$ cat src/rtl/inst_fetch_ctrl_pkg.sv
// Shared types and defaults for the IF-stage fetch controller.
// Fetch state encoding plus default widths and reset address.
package inst_fetch_ctrl_pkg;

    typedef enum logic [1:0] {
        IF_ST_IDLE   = 2'b00,
        IF_ST_BUBBLE = 2'b01,
        IF_ST_RUN    = 2'b10,
        IF_ST_HOLD   = 2'b11
    } if_st_e;

    localparam int unsigned INST_ADDR_W_DEF = 32;
    localparam int unsigned INST_W_DEF      = 32;
    localparam logic [31:0] RESET_PC_DEF    = 32'h0000_0000;

endpackage

$ cat src/rtl/if_hold_buf.sv
// Capture register for the instruction/PC pair presented while IF/ID stalls,
// and the live/held output mux with NOP masking when nothing valid is in IF.
module if_hold_buf
    import inst_fetch_ctrl_pkg::*;
#(
    parameter int unsigned ADDR_W = INST_ADDR_W_DEF,
    parameter int unsigned INST_W = INST_W_DEF
) (
    input  logic              clk,
    input  logic              rst,
    input  logic              cap_en_i,
    input  logic              sel_hold_i,
    input  logic              valid_i,
    input  logic [INST_W-1:0] live_inst_i,
    input  logic [ADDR_W-1:0] live_pc_i,
    output logic [INST_W-1:0] if_inst_o,
    output logic [ADDR_W-1:0] if_pc_o
);

    logic [INST_W-1:0] hold_inst_q, hold_inst_d;
    logic [ADDR_W-1:0] hold_pc_q, hold_pc_d;

    always_ff @(posedge clk or posedge rst) begin
        if (rst) begin
            hold_inst_q <= '0;
            hold_pc_q   <= '0;
        end else begin
            hold_inst_q <= hold_inst_d;
            hold_pc_q   <= hold_pc_d;
        end
    end

    always_comb begin
        hold_inst_d = hold_inst_q;
        hold_pc_d   = hold_pc_q;
        if (cap_en_i) begin
            hold_inst_d = live_inst_i;
            hold_pc_d   = live_pc_i;
        end
    end

    // Invalid slots present a NOP at address 0 so ID never sees stale data.
    always_comb begin
        if_inst_o = '0;
        if_pc_o   = '0;
        if (valid_i) begin
            if_inst_o = sel_hold_i ? hold_inst_q : live_inst_i;
            if_pc_o   = sel_hold_i ? hold_pc_q   : live_pc_i;
        end
    end

endmodule

$ cat src/rtl/inst_fetch_ctrl.sv
// IF-stage controller: owns the PC, sequences the synchronous ROM and re-aligns its data with the PC.
// Outputs depend only on registered state and ROM data; a taken branch costs one bubble.
module inst_fetch_ctrl
    import inst_fetch_ctrl_pkg::*;
#(
    parameter int unsigned       ADDR_W   = INST_ADDR_W_DEF,
    parameter int unsigned       INST_W   = INST_W_DEF,
    parameter logic [ADDR_W-1:0] RESET_PC = ADDR_W'(RESET_PC_DEF)
) (
    input  logic              clk,
    input  logic              rst,
    input  logic              stall_i,
    input  logic              branch_flag_i,
    input  logic [ADDR_W-1:0] branch_target_i,
    output logic              rom_ce_o,
    output logic [ADDR_W-1:0] rom_pc_o,
    input  logic [INST_W-1:0] rom_inst_i,
    output logic [ADDR_W-1:0] if_pc_o,
    output logic [INST_W-1:0] if_inst_o,
    output logic              if_valid_o
);

    localparam logic [ADDR_W-1:0] PC_STEP    = ADDR_W'(4);
    localparam logic [ADDR_W-1:0] ALIGN_MASK = ~ADDR_W'(3);

    if_st_e            state_q, state_d;
    logic [ADDR_W-1:0] pc_reg_q, pc_reg_d;
    logic [ADDR_W-1:0] last_pc_q, last_pc_d;
    logic [ADDR_W-1:0] next_pc;
    logic              consume;
    logic              take_branch;
    logic              cap_en;
    logic              sel_hold;

    assign consume     = ((state_q == IF_ST_RUN) || (state_q == IF_ST_HOLD)) && !stall_i;
    assign take_branch = consume && branch_flag_i;
    assign next_pc     = take_branch ? (branch_target_i & ALIGN_MASK) : (pc_reg_q + PC_STEP);

    always_ff @(posedge clk or posedge rst) begin
        if (rst) begin
            state_q   <= IF_ST_IDLE;
            pc_reg_q  <= RESET_PC;
            last_pc_q <= '0;
        end else begin
            state_q   <= state_d;
            pc_reg_q  <= pc_reg_d;
            last_pc_q <= last_pc_d;
        end
    end

    always_comb begin
        state_d = state_q;
        unique case (state_q)
            IF_ST_IDLE:   state_d = IF_ST_BUBBLE;
            IF_ST_BUBBLE: state_d = IF_ST_RUN;
            IF_ST_RUN,
            IF_ST_HOLD: begin
                if (stall_i)          state_d = IF_ST_HOLD;
                else if (take_branch) state_d = IF_ST_BUBBLE;
                else                  state_d = IF_ST_RUN;
            end
            default:      state_d = IF_ST_IDLE;
        endcase
    end

    // A redirect leaves last_pc alone: the bubble that follows reloads it from the target.
    always_comb begin
        pc_reg_d  = pc_reg_q;
        last_pc_d = last_pc_q;
        if (state_q == IF_ST_BUBBLE) begin
            pc_reg_d  = next_pc;
            last_pc_d = pc_reg_q;
        end else if (consume) begin
            pc_reg_d = next_pc;
            if (!branch_flag_i) begin
                last_pc_d = pc_reg_q;
            end
        end
    end

    always_comb begin
        rom_ce_o   = (state_q != IF_ST_IDLE);
        if_valid_o = (state_q == IF_ST_RUN) || (state_q == IF_ST_HOLD);
        sel_hold   = (state_q == IF_ST_HOLD);
        cap_en     = (state_q == IF_ST_RUN) && stall_i;
    end

    assign rom_pc_o = pc_reg_q;

    if_hold_buf #(
        .ADDR_W (ADDR_W),
        .INST_W (INST_W)
    ) u_hold_buf (
        .clk         (clk),
        .rst         (rst),
        .cap_en_i    (cap_en),
        .sel_hold_i  (sel_hold),
        .valid_i     (if_valid_o),
        .live_inst_i (rom_inst_i),
        .live_pc_i   (last_pc_q),
        .if_inst_o   (if_inst_o),
        .if_pc_o     (if_pc_o)
    );

endmodule

$ cat config.mk
export PLATFORM = sky130hd
export DESIGN_NAME = inst_fetch_ctrl
export DESIGN_NICKNAME = d
export VERILOG_FILES = /design/src/rtl/inst_fetch_ctrl_pkg.sv /design/src/rtl/if_hold_buf.sv /design/src/rtl/inst_fetch_ctrl.sv
export SDC_FILE = /design/constraint.sdc
export NUM_CORES = 1
export LEC_CHECK = 0
export CORE_UTILIZATION = 40
export DETAILED_ROUTE_END_ITERATION = 12
export PLACE_DENSITY = 0.73
export SLEW_MARGIN = 20
export SYNTH_ARGS = -nofsm -noshare
export SYNTH_HDL_FRONTEND = slang
export SYNTH_SLANG_ARGS = --single-unit
$ cat constraint.sdc
create_clock -name clk -period 9.5 [get_ports clk]
set_input_delay 2.85 -clock clk [delete_from_list [all_inputs] [get_ports clk]]
set_output_delay 2.85 -clock clk [all_outputs]
set_load 0.02 [all_outputs]
==> results.rst <==
.. list-table::
   :header-rows: 1

   * - Metric
     - Value
   * - 1st-iter DRT viols
     - 349
   * - Overall routing resource usage
     - 20.52%
   * - Vias
     - 5299
   * - Number of top-level pins
     - 166
   * - Wire length of the first global-routing pass
     - 26.50 mm
   * - Number of routed nets with antenna violations
     - 0
   * - Final hold violation count
     - 0
   * - First drt pass iteration count
     - 5
   * - Root buffer cell
     - clkbuf_16
   * - Cts-stage hold buffer count
     - 0
   * - XOR/XNOR Fraction of Synth Area
     - 0%
   * - Total Die Area
     - 16670 um^2
   * - Antenna violations before repair
     - 1
   * - Synthesized-area fraction occupied by and/or/nand/nor cells
     - 19.15%
   * - Die Y
     - 129.1 um
   * - Sequential cell area
     - 3108 um^2
   * - Part of the Yosys area used for sequential elements
     - 48.02%
   * - Final core utilization
     - 55.46%
   * - Synthesized-area fraction occupied by ao, oa, aoi and oai cells
     - 8.248%
   * - Worst-path cell chain
     - clkdlybuf4s50_1 > mux2i_1 > nor2b_1 > clkdlybuf4s50_1
   * - Worst Setup Slack post-DPL
     - 2429 ps
   * - Residual DRC
     - 0
   * - Area of the placeable core
     - 15830 um^2
   * - Type of the worst setup path
     - in2out
   * - Final setup viols
     - 0
   * - H-tree depth
     - 4
   * - Type of element capturing the critical path
     - output pin
   * - Multi-input gate area in the final layout
     - 3142 um^2
   * - I/O Buffers
     - 159
   * - Proportion of power drawn by combinational gates
     - 41.3%
   * - Setup TNS
     - 0 ps
   * - Unique masters post-synth
     - 51
   * - Share of post-route cells with drive strength above 1
     - 13.90%
   * - Yosys top cell area share
     - 48.02%
   * - Ratio of final minimum period to clock period
     - 74.32%
   * - Setup crit start kind
     - primary input
   * - Switching component of the power
     - 1.034 mW
   * - Max-cap check violation count
     - 0
   * - Routed wire length
     - 16.25 mm
   * - Syn. warnings
     - 0
   * - Leakage
     - 3.817 nW
   * - Initial core utilization
     - 40.83%
   * - Clock tree from TritonCTS
     - built
   * - Total Power Consumption
     - 2.828 mW
   * - Slowest cell delay on critical path
     - 620 ps
   * - Switch share
     - 36.56%
   * - Status
     - completed
   * - Top FF cell, synth
     - dfrtp_1
   * - Last weighted congestion value of the routability-driven placer
     - 0.8412
   * - Final period demand of the worst path
     - 7061 ps
   * - Peak Freq
     - 141.6 MHz
   * - Main combinational cell family by area after synthesis
     - multiplexers
   * - Number of gates resized after cts
     - 0
   * - Maximum resistive drop on vdd
     - 0.1549 mV
   * - Skew final
     - 5.637 ps
   * - CP most frequent cell
     - clkdlybuf4s50_1
   * - CTS clock-pin slew for the worst setup and hold paths
     - 50 ps
   * - Dominant cells by area after synthesis
     - dfrtp_1 48%, mux2_2 11%, mux2i_1 9.9%
   * - Yosys top cell by area
     - dfrtp_1
   * - Remaining global-route overflow
     - 0
   * - Maximum clock insertion buffer count
     - 2
   * - Commonest cells in the synthesized netlist
     - 124 x dfrtp_1, 106 x nand2_1, 64 x mux2i_1, 62 x mux2_2, 62 x nor2b_1
   * - Fill cell instance count of the final layout
     - 1385
   * - Cell area after synthesis
     - 6462 um^2
   * - Insertion delay of the later-clocked pin in the worst-skew pair
     - 410 ps
   * - Total of flip-flops plus latches after synthesis
     - 124
   * - Total power divided by cell area
     - 322.2 nW/um^2
   * - Growth of design area from synthesis to finish
     - 35.84%
   * - Routed length per placed instance
     - 16.25 um
   * - Via count of the first global-routing pass
     - 5287
   * - Critical path data arrival time
     - 4210 ps
   * - Worst-path maximum fanout
     - 2
   * - Worst min-delay path class
     - reg2reg
   * - Total CTS buffers
     - 17
   * - Proportion of synthesized area in mux cells
     - 20.72%
   * - Chip width
     - 129.1 um
   * - Min setup slack post-route
     - 2439 ps
   * - Leading cell type by number of instances after synthesis
     - dfrtp_1
   * - Number of rows created at floorplan
     - 46
   * - Count of flip-flops with a built-in enable after synthesis
     - 0
   * - CP required
     - 6650 ps
   * - Post-CTS setup-driven buffer insertion count
     - 0
   * - Cell at the slowest stage of the critical path
     - clkdlybuf4s50_1
   * - Largest net degree at the start of global routing
     - 80
   * - Vias/cell
     - 5.299
   * - Power share of the sequential group
     - 36.0%
   * - Cell count after synthesis
     - 635
   * - Clock tree sinks
     - 124
   * - Max Transition Viols Final
     - 0
   * - Nets@finish
     - 842
   * - RSZ-0062 raised after global routing
     - false
   * - Internal power component
     - 1.794 mW
   * - Share of flip-flops with an asynchronous set or reset after synthesis
     - 100.0%
   * - Avg Cell Area, Syn
     - 10.18 um^2
   * - Ant diodes
     - 0
   * - DP HPWL
     - 10.97 mm
   * - Post-synthesis adder-cell area fraction
     - 0.1936%
   * - Rel. slew slack
     - 27.03%
   * - Clock network fraction of design power
     - 22.7%
   * - Worst-margin pin slew
     - 1095 ps
power groups by stage:
stage	Sequential [mW]	Combinational [mW]	Clock, mW
after global routing	1.06	1.27	0.680
after detailed placement	1.03	1.17	0
after global placement	1.01	1.15	0
after floorplan	0.969	0.710	0
final	1.02	1.17	0.643
after CTS	1.02	1.18	0.656
stage by stage:
stage	instance area [um^2]	instances	hold WS, ps
finish	8778	1000	490.1
CTS	8775	1000	494.8
detailed placement	8193	970	482.5
global route	8778	1000	511.4
global placement	8182	969	474.1
floorplan	6474	638	456.2
critical path, delay by kind of cell:
kind | cells | cell delay (ps)
buffers and inverters | 2 | 1120
muxes | 1 | 90
and+or+nand+nor | 1 | 160
area by class of cell:
cell class                 instances  area share, %
sequential                       124          35.40
tap                              216          3.079
clock inverter                     8          1.340
multi-input combinational        457          35.79
clock buffer                      22          5.288
inverter                           8         0.3706
timing repair buffer             165          18.73
layout by cell type, fill, tap and decap left out, types with 4 or more instances in the layout:
master,n
a21oi_1,17
clkbuf_16,17
nand2_1,106
buf_4,4
inv_1,7
nand4_1,9
nand3_1,19
dfrtp_1,122
clkdlybuf4s50_1,159
o211ai_1,4
nor3_1,6
a22oi_1,7
nor2b_1,62
clkinv_2,4
o21ai_0,21
nor2_1,17
and3_1,4
conb_1,4
mux2_2,62
or2_2,4
mux2i_1,64
a221o_1,4
path summary, 6_finish.rpt:
path | startpoint | cells past startpoint | endpoint | slack, ps
worst min register to register | last_pc_q[21] | 2 | last_pc_q[21] | 490
max in group asynchronous | rst | 3 | state_q[0] | 5470
worst max-delay path | rom_inst_i[28] | 4 | if_inst_o[28] | 2440
worst max register to register | state_q[0] | 8 | rom_pc_o[11] | 5550
worst min-delay path | last_pc_q[21] | 2 | last_pc_q[21] | 490
min in group asynchronous | rst | 2 | u_hold_buf.hold_inst_q[10] | 2860
sequential cells by signal, summed over array words and instances (netlist names):
signal                  cells
u_hold_buf.hold_inst_q     32
last_pc_q                  30
rom_pc_o                   30
u_hold_buf.hold_pc_q       30
state_q                     2
routing by layer:
metal | routed length (um) | share of wire, % | global-route usage, %
met1 | 7139 | 44 | 26.75
met2 | 7770 | 48 | 33.08
met3 | 1109 | 6.8 | 4.707
met4 | 233 | 1.4 | 8.166
met5 | 0 | 0 | 0
cells by family (layout without fill, tap and decap cells):
family	count (synthesis)	in the layout
and+or+nand+nor	246	246
AOI/OAI and AO/OA	80	80
adders and majority gates	1	1
buffers and inverters	57	203
DFF	124	124
muxes	126	126
other	1	4
(Power assumes the default switching activity.)
